**config.mk**
```make
export PLATFORM = sky130hd
export DESIGN_NAME = pipe_seg_skid
export DESIGN_NICKNAME = d
export VERILOG_FILES = /design/src/rtl/pipe_seg_skid.sv
export SDC_FILE = /design/constraint.sdc
export NUM_CORES = 1
export LEC_CHECK = 0
export ABC_AREA = 1
export BUFFER_PORTS_ARGS = -buffer_cell sky130_fd_sc_hd__buf_2
export CAP_MARGIN = 20
export CORE_UTILIZATION = 50
export CTS_CLUSTER_SIZE = 30
export DETAILED_ROUTE_END_ITERATION = 6
export PLACE_DENSITY = 0.74
export SYNTH_ARGS = -nofsm -noshare
export SYNTH_HDL_FRONTEND = slang
export SYNTH_SLANG_ARGS = --single-unit
```
**constraint.sdc**
```tcl
create_clock -name clk -period 1.6 [get_ports clk]
set_clock_uncertainty 0.05 [all_clocks]
set_input_delay 0 -clock clk [delete_from_list [all_inputs] [get_ports clk]]
set_output_delay 0 -clock clk [all_outputs]
set_load 0.01 [all_outputs]
```
**src/rtl/pipe_seg_skid.sv**
```systemverilog
// Parametrised pipeline-segment register with valid/ready on both sides,
// an optional one-entry skid buffer and an occupancy count.
module pipe_seg_skid #(
  parameter int DATA_W = 64,
  parameter int SKID   = 1
) (
  input  logic              clk,
  input  logic              resetn,
  input  logic              refresh,
  input  logic              stall,
  input  logic              in_valid,
  output logic              in_ready,
  input  logic [DATA_W-1:0] in_data,
  output logic              out_valid,
  input  logic              out_ready,
  output logic [DATA_W-1:0] out_data,
  output logic [1:0]        count
);

  logic              r_m_v;
  logic [DATA_W-1:0] r_m_d;
  logic              w_s_v;
  logic              w_in_ready;
  logic              w_in_fire;
  logic              w_out_fire;

  assign w_out_fire = r_m_v & out_ready & ~stall;
  assign w_in_fire  = in_valid & w_in_ready;

  generate
    if (SKID != 0) begin : g_skid
      logic              r_s_v;
      logic [DATA_W-1:0] r_s_d;

      // S only ever fills while M is full, so an empty M implies an empty S.
      always_ff @(posedge clk or negedge resetn) begin
        if (!resetn) begin
          r_m_v <= 1'b0;
          r_m_d <= '0;
          r_s_v <= 1'b0;
          r_s_d <= '0;
        end else if (refresh) begin
          r_m_v <= 1'b0;
          r_m_d <= '0;
          r_s_v <= 1'b0;
          r_s_d <= '0;
        end else if (!r_m_v) begin
          if (w_in_fire) begin
            r_m_v <= 1'b1;
            r_m_d <= in_data;
          end
        end else if (w_out_fire) begin
          if (r_s_v) begin
            r_m_v <= 1'b1;
            r_m_d <= r_s_d;
            r_s_v <= 1'b0;
            r_s_d <= '0;
          end else if (w_in_fire) begin
            r_m_v <= 1'b1;
            r_m_d <= in_data;
          end else begin
            r_m_v <= 1'b0;
            r_m_d <= '0;
          end
        end else if (w_in_fire) begin
          r_s_v <= 1'b1;
          r_s_d <= in_data;
        end
      end

      assign w_s_v      = r_s_v;
      assign w_in_ready = ~r_s_v;
    end else begin : g_noskid
      always_ff @(posedge clk or negedge resetn) begin
        if (!resetn) begin
          r_m_v <= 1'b0;
          r_m_d <= '0;
        end else if (refresh) begin
          r_m_v <= 1'b0;
          r_m_d <= '0;
        end else if (!r_m_v || w_out_fire) begin
          if (w_in_fire) begin
            r_m_v <= 1'b1;
            r_m_d <= in_data;
          end else begin
            r_m_v <= 1'b0;
            r_m_d <= '0;
          end
        end
      end

      // Combinational path: a slot frees in the same cycle the payload leaves.
      assign w_s_v      = 1'b0;
      assign w_in_ready = ~r_m_v | w_out_fire;
    end
  endgenerate

  assign in_ready  = w_in_ready;
  assign out_valid = r_m_v;
  assign out_data  = r_m_d;
  assign count     = {1'b0, r_m_v} + {1'b0, w_s_v};

endmodule

```
==> results of run 1 <==
## Yosys cell counts (all sizes together)
master / count / area share (%)
a31oi: 1 / 0.095
buf: 58 / 6.6
clkbuf: 1 / 0.057
dfrtp: 130 / 49
ha: 1 / 0.19
inv: 71 / 4.0
nand2: 456 / 26
nand3: 131 / 10
nor2: 66 / 3.7
o21ai: 1 / 0.076
o22ai: 1 / 0.095
## power by group
part / internal (mW) / switching (mW) / total [mW]
sequential: 3.68 / 0.214 / 3.90
clock: 2.52 / 1.47 / 3.99
combinational: 0.700 / 1.05 / 1.75
total: 6.91 / 2.73 / 9.64
## state kept, by name, summed over array words and instances (netlist names)
name / cells
g_skid.r_s_v: 1
g_skid.r_s_d: 64
out_data: 64
out_valid: 1
## through the flow
| step | hold slack (ns) | instance area, um2 |
|---|---|---|
| floorplan | -0.346 | 6610 |
| global placement | -0.0804 | 7410 |
| detailed placement | -0.0869 | 7410 |
| CTS | 0.00999 | 8720 |
| global route | 0.0523 | 8730 |
| finish | 0.0225 | 8730 |
## path summary, 6_finish.rpt
path	start	endpoint	slack [ns]	cells past startpoint
hold reg to reg	g_skid.r_s_d[48]	g_skid.r_s_d[48]	0.42	2
hold / removal	resetn	out_data[17]	0.02	2
setup reg to reg	g_skid.r_s_v	out_valid	0.12	4
max in group asynchronous	resetn	out_data[59]	0.86	3
min in group clk	stall	g_skid.r_s_v	0.02	5
setup / recovery	g_skid.r_s_v	out_valid	0.12	4
## final cells by class
type                       count  area, um2  area share [%]
clock buffer                  19        453            5.19
multi-input combinational    657       2670            30.6
clock inverter                13        159            1.82
sequential                   130       3250            37.3
tap                          172        215            2.47
timing repair buffer         230       1710            19.6
inverter                      71        267            3.05
## worst max-delay path: cells and delay by family, from the launching register on
kind	cells	cell delay (ns)
buffers and inverters	2	0.68
flip-flops	1	0.40
AO/OA/AOI/OAI	1	0.18
AND/OR/NAND/NOR	1	0.11
## kinds of logic (layout without fill, tap and decap cells)
group	count (synthesis)	count (layout)	synth area share [%]
buf+inv	130	333	10.7
compound gates	3	3	0.265
flops	130	130	49.2
fa+ha+maj	1	1	0.189
simple gates	653	653	39.7
## what timing repair did
item                                   4_1_cts  5_1_grt
setup endpoints to repair                    0       11
endpoints found under the hold margin      260        0
gates resized for setup                      0        4
hold buffers                                69        0
## metal layers
layer  share of wire, %  global-route usage, %  vias up
met5                  0                      0        -
met4                1.8                   11.6        0
met3                4.6                   5.41       28
met2                 50                   47.4      175
met1                 44                   34.6     2978
li1                   -                      -     3174
==> results.json, run 1 <==
{
  "gp_congestion": 0.784,
  "grt_pass1_wl_um": 28700,
  "post_route_cells_drive_above_1_share_pct": 18.3,
  "totalPowerFinal_mw": 9.64,
  "layout.cells.most_common": "nand2_1",
  "dp_hpwl_um": 10600,
  "fill_cells": 1062,
  "report.final.hold_viol_count": 0,
  "synthToLayoutAreaGrowth_pct": 32.0,
  "detail_route.wirelength_um": 17900,
  "grt_pass1_vias": 6009,
  "postCtsSetupRepairBufs": 0,
  "worst_setup_path_start_kind": "register",
  "synth-seq-area-share_pct": 49.2,
  "fin_util_pct": 68.3,
  "worst_path_max_delay_cell": "dlygate4sd3_1",
  "slew_violations": 0,
  "design.die.area_mm2": 0.0137,
  "worst_slack_at_placement_ns": 0.0973,
  "crit_end_element": "register",
  "cts_made_buffers": 17,
  "routed_wl_per_cell_um": 13.8,
  "tritoncts_clock_tree": "yes",
  "max_frequency_mhz": 676,
  "tns_ns": 0,
  "numnets_final": 1178,
  "syn_area_per_cell_um2": 7.21,
  "tightestPinTransition_ns": 0.453,
  "power.static_leakage_nw": 5.20,
  "die_h_um": 117,
  "clockBufferDepth": 2,
  "fin_crit_ns": 1.48,
  "grt_usage_pct": 27.8,
  "worst_hold_path_type": "primary input to async pin",
  "synth_nets": 988,
  "via_count": 6355,
  "ctsRootBufferMaster": "clkbuf_16",
  "antennaDiodeCount": 0,
  "synth_cells": 917,
  "placed_cells": 1191,
  "grt_start_max_net_pins": 50,
  "gr-total-overflow": 0,
  "die-width_um": 117,
  "numPortBuffers": 137,
  "initial_core_util_pct": 51.8,
  "detail_route.drc_violations": 0,
  "worst_skew_pair.late_latency_ns": 0.43,
  "synth_cell_type_count": 17,
  "post_drt_via_cell_ratio": 4.92,
  "ioPinCount": 138,
  "rsz0062_at_grt": "false",
  "critPathKind": "register to register",
  "power_density_mw_per_mm2": 1100,
  "clkSlewWorstSetupHoldPaths_ns": 0.06,
  "yosysWarningCount": 0,
  "cts-htree-levels": 4,
  "ys_seq_elements": 130,
  "cts_num_sinks": 130,
  "crit_path_cells": "inv_1 > nand2_2 > a31oi_1 > dlygate4sd3_1",
  "worst-path-max-fanout": 5,
  "row_count": 41,
  "max-cap-violations": 0,
  "timing.final.ws_setup_ns": 0.120,
  "placeableCoreArea_mm2": 0.0128,
  "post-route-period-util_pct": 92.5,
  "drtPass1Iterations": 4,
  "mostFrequentLayoutCells": "nand2_1 (451), buf_2 (136), dfrtp_1 (129)",
  "initialDrtViolationCount": 520,
  "status": "finished clean",
  "vdd_ir_drop_max_mv": 0.672,
  "worst_ep_arrival_time_ns": 1.79,
  "setup_viol_count_final": 0,
  "crit_path_max_incr_delay_ns": 0.57,
  "drtAntennaViolNets": 0,
  "final_cell_count_no_fill": 1292,
  "synth.cell_area_mm2": 0.00661,
  "antenna_found_initial": 0,
  "critical_path_required_ns": 1.91,
  "relSlewSlack_pct": 69.8
}
Power figures use the tool's default switching activity.
==> inputs of run 2 (changes only) <==
Settings changed: CORE_UTILIZATION 50 to 55, GPL_ROUTABILITY_DRIVEN from default to 1, PLACE_DENSITY 0.74 to 0.8.
==> results.json, run 2 (same netlist as run 1, synthesis figures left out) <==
{
  "status": "complete, but fails checks",
  "violations": "DRC",
  "die_h_um": 112,
  "crit_path_cells": "buf_4 > ha_1 > buf_2",
  "fill_cells": 843,
  "cts_made_buffers": 17,
  "initial_core_util_pct": 57.2,
  "power_density_mw_per_mm2": 1120,
  "placedInstanceArea_mm2": 0.00743,
  "placed_cells": 1164,
  "worst_slack_at_placement_ns": 0.0723,
  "ioPinCount": 138,
  "clkSlewWorstSetupHoldPaths_ns": 0.06,
  "die-width_um": 112,
  "final_cell_count_no_fill": 1265,
  "multiInputGateArea_mm2": 0.00268,
  "design.die.area_mm2": 0.0125,
  "cts_num_sinks": 130,
  "detail_route.drc_violations": 20,
  "cts-htree-levels": 4,
  "grt_start_max_net_pins": 74,
  "hold_ws_ns": 0.0145,
  "postCtsSetupRepairBufs": 0,
  "max-cap-violations": 0,
  "slew_violations": 0,
  "worst_ep_arrival_time_ns": 1.52,
  "antenna_found_initial": 1,
  "post_route_cells_drive_above_1_share_pct": 18.4,
  "grt_usage_pct": 30.2,
  "clockBufferDepth": 2,
  "timing.final.ws_setup_ns": 0.0337,
  "critPathKind": "register to primary output",
  "dp_hpwl_um": 10100,
  "mostFrequentLayoutCells": "nand2_1 (451), buf_2 (136), dfrtp_1 (129)",
  "fin_util_pct": 75.8,
  "tightestPinTransition_ns": 0.402,
  "crit_path_max_incr_delay_ns": 0.46,
  "gr-total-overflow": 0,
  "detail_route.wirelength_um": 17900,
  "grt_pass1_wl_um": 29700,
  "routed_wl_per_cell_um": 14.2,
  "post-route-period-util_pct": 97.9,
  "totalPowerFinal_mw": 9.82,
  "rsz0062_at_grt": "false",
  "crit_end_element": "primary output",
  "layout.cells.most_common": "nand2_1",
  "fin_crit_ns": 1.57,
  "worst_hold_path_type": "primary input to register",
  "grt_pass1_vias": 6099,
  "drtPass1Iterations": 7,
  "regArea_mm2": 0.00325,
  "worst_setup_path_start_kind": "register",
  "report.final.hold_viol_count": 0,
  "numPortBuffers": 137,
  "tritoncts_clock_tree": "yes",
  "finish.instance_area_mm2": 0.00877,
  "worst_skew_pair.late_latency_ns": 0.41,
  "worst_path_max_delay_cell": "dfrtp_2",
  "placeableCoreArea_mm2": 0.0116,
  "worst-path-max-fanout": 7,
  "relSlewSlack_pct": 73.2,
  "drtAntennaViolNets": 0,
  "post_drt_via_cell_ratio": 5.09,
  "critical_path_required_ns": 1.55,
  "synthToLayoutAreaGrowth_pct": 32.6,
  "gp_congestion": 0.806,
  "setup_viol_count_final": 0,
  "max_frequency_mhz": 638,
  "tns_ns": 0,
  "via_count": 6435,
  "numnets_final": 1180,
  "row_count": 39,
  "vdd_ir_drop_max_mv": 0.831,
  "power.static_leakage_nw": 5.23,
  "initialDrtViolationCount": 575,
  "ctsRootBufferMaster": "clkbuf_16"
}
## run 2: timing repair
action                                  4_1_cts  5_1_grt
hold buffers                                 69        0
hold endpoints to repair                    260        0
resized for setup                             0        6
endpoints found under the setup margin        0       45
## run 2: worst max-delay path: cells and delay by family, from the launching register on
kind,cells,cell delay (ns)
flops,1,0.46
buf+inv,2,0.32
fa+ha+maj,1,0.33
## run 2: layer usage
metal | GRT usage (%) | up-vias | share of wire [%]
li1 | - | 3169 | -
met1 | 39.6 | 2992 | 43
met2 | 49.4 | 236 | 49
met3 | 5.61 | 38 | 5.7
met4 | 13.1 | 0 | 2.4
met5 | 0 | - | 0
## run 2: area by class of cell
| type | instances | area share [%] |
|---|---|---|
| flip-flops and latches | 130 | 37.1 |
| multi-input cells | 657 | 30.5 |
| repair buffers | 232 | 20.1 |
| diodes | 1 | 0.0285 |
| clock buffers | 18 | 5.01 |
| clock inverters | 13 | 2.13 |
| well taps | 143 | 2.04 |
| inverters | 71 | 3.04 |
## run 2: final timing paths
path / slack, ns / startpoint / end / cells past startpoint
max: 0.03 / out_valid / count[0] / 3
min: 0.01 / stall / g_skid.r_s_v / 5
max reg2reg: 0.11 / g_skid.r_s_v / out_valid / 4
min reg2reg: 0.42 / g_skid.r_s_d[33] / g_skid.r_s_d[33] / 2
max in group asynchronous: 1.07 / resetn / out_data[35] / 3
min in group asynchronous: 0.07 / resetn / out_data[11] / 3
## run 2: where the power goes
part | leakage [nW] | switching [mW] | internal [mW] | total [mW]
sequential | 1.70 | 0.218 | 3.68 | 3.90
combinational | 3.23 | 1.07 | 0.720 | 1.78
clock | 0.294 | 1.50 | 2.64 | 4.14
total | 5.23 | 2.79 | 7.04 | 9.82
==> inputs of run 3 (changes only) <==
Settings changed: CORE_UTILIZATION 55 to 45, PLACE_DENSITY 0.8 to 0.7.
Clock period 1.6 ns to 1.35 ns, I/O delays scaled along.
==> results.json, run 3 (same netlist as run 1, synthesis figures left out) <==
{
  "detail_route.drc_violations": 0,
  "cts_made_buffers": 17,
  "grt_start_max_net_pins": 44,
  "placedInstanceArea_mm2": 0.00761,
  "numPortBuffers": 137,
  "dp_hpwl_um": 11400,
  "crit_start": "out_valid",
  "grt_pass1_vias": 5794,
  "multiInputGateArea_mm2": 0.00288,
  "power.static_leakage_nw": 5.48,
  "hold_ws_ns": 0.0279,
  "row_count": 43,
  "status": "complete, but fails checks",
  "fin_util_pct": 66.7,
  "timing.hold.worst.start": "out_ready",
  "clkSlewWorstSetupHoldPaths_ns": 0.06,
  "gp_congestion": 0.781,
  "ioPinCount": 138,
  "gr-total-overflow": 0,
  "drtAntennaViolNets": 0,
  "worst_skew_pair.late_latency_ns": 0.42,
  "detail_route.wirelength_um": 19800,
  "violations": "setup timing",
  "report.final.hold_viol_count": 0,
  "worst-path-max-fanout": 7,
  "via_count": 6560,
  "tightestPinTransition_ns": 0.279,
  "die-width_um": 123,
  "initialDrtViolationCount": 444,
  "worst_ep_arrival_time_ns": 1.41,
  "grt_usage_pct": 24.9,
  "critPathKind": "register to primary output",
  "finish.instance_area_mm2": 0.00940,
  "placeableCoreArea_mm2": 0.0141,
  "cts-htree-levels": 4,
  "antennaDiodeCount": 0,
  "rsz0062_at_grt": "true",
  "antenna_found_initial": 0,
  "reg2reg_from": "out_valid",
  "numnets_final": 1206,
  "post-route-period-util_pct": 108,
  "layout.cells.most_common": "nand2_1",
  "ctsRootBufferMaster": "clkbuf_16",
  "regArea_mm2": 0.00325,
  "critical_path_required_ns": 1.30,
  "worst_slack_at_placement_ns": -0.0758,
  "worst_setup_path_start_kind": "register",
  "timing.final.ws_setup_ns": -0.109,
  "max-cap-violations": 0,
  "synthToLayoutAreaGrowth_pct": 42.2,
  "mostFrequentLayoutCells": "nand2_1 (432), buf_2 (134), dfrtp_1 (129)",
  "tritoncts_clock_tree": "yes",
  "placed_cells": 1216,
  "routed_wl_per_cell_um": 14.9,
  "fin_crit_ns": 1.46,
  "power_density_mw_per_mm2": 1210,
  "initial_core_util_pct": 46.9,
  "crit_end_element": "primary output",
  "cts_num_sinks": 130,
  "worst_hold_path_type": "primary input to register",
  "post_route_cells_drive_above_1_share_pct": 23.2,
  "max_frequency_mhz": 685,
  "clockBufferDepth": 2,
  "drtPass1Iterations": 5,
  "vdd_ir_drop_max_mv": 0.941,
  "fill_cells": 1190,
  "die_h_um": 123,
  "final_cell_count_no_fill": 1328,
  "design.die.area_mm2": 0.0152,
  "slew_violations": 0,
  "grt_pass1_wl_um": 29100,
  "setup_viol_count_final": 130,
  "post_drt_via_cell_ratio": 4.94,
  "relSlewSlack_pct": 81.4
}
## run 3: through the flow
step	setup TNS (ns)	power [mW]
6_report	-7.93	11.4
5_1_grt	-17.42	11.9
3_3_place_gp	-3.58	6.65
4_1_cts	-4.86	11.2
2_1_floorplan	0	5.84
3_5_place_dp	-6.45	6.68
## run 3: area by class of cell
class	count	area share [%]
timing repair buffer	258	23.7
sequential	130	34.6
clock buffer	18	4.56
inverter	71	2.89
clock inverter	14	1.24
multi-input combinational	657	30.6
tap	180	2.39
## run 3: report_power, final
group          switching, mW  internal, mW  total, mW
clock network           1.78          2.51       4.29
registers              0.268          4.36       4.63
logic                   1.41          1.09       2.50
total                   3.45          7.97       11.4
## run 3: per-layer routing
metal  vias up  GRT usage, %  wire (um)
met2       212          40.0       9540
met4         0          8.28        305
li1       3238             -          -
met3        30          4.15       1010
met1      3080          34.2       8900
met5         -             0          0
## run 3: path summary, 6_finish.rpt
kind | end | slack, ns | cells past startpoint
worst max-delay path | count[0] | -0.11 | 3
worst min-delay path | out_valid | 0.03 | 4
worst max register to register | g_skid.r_s_d[55] | -0.11 | 7
worst min register to register | g_skid.r_s_d[34] | 0.42 | 2
max in group asynchronous | out_data[49] | 0.21 | 4
min in group asynchronous | out_data[17] | 0.49 | 3
## run 3: worst max-delay path: stages (launching register included)
cell,delay [ns]
dfrtp_2,0.48
buf_6,0.15
ha_4,0.26
buf_6,0.09
## run 3: repair_timing
action / CTS / global route
pin swaps: 0 / 3
setup buffers: 0 / 0
gates resized for setup: 13 / 64
endpoints found under the setup margin: 130 / 131
cloned: 0 / 11
hold buffers: 69 / 0
hold endpoints to repair: 260 / 0
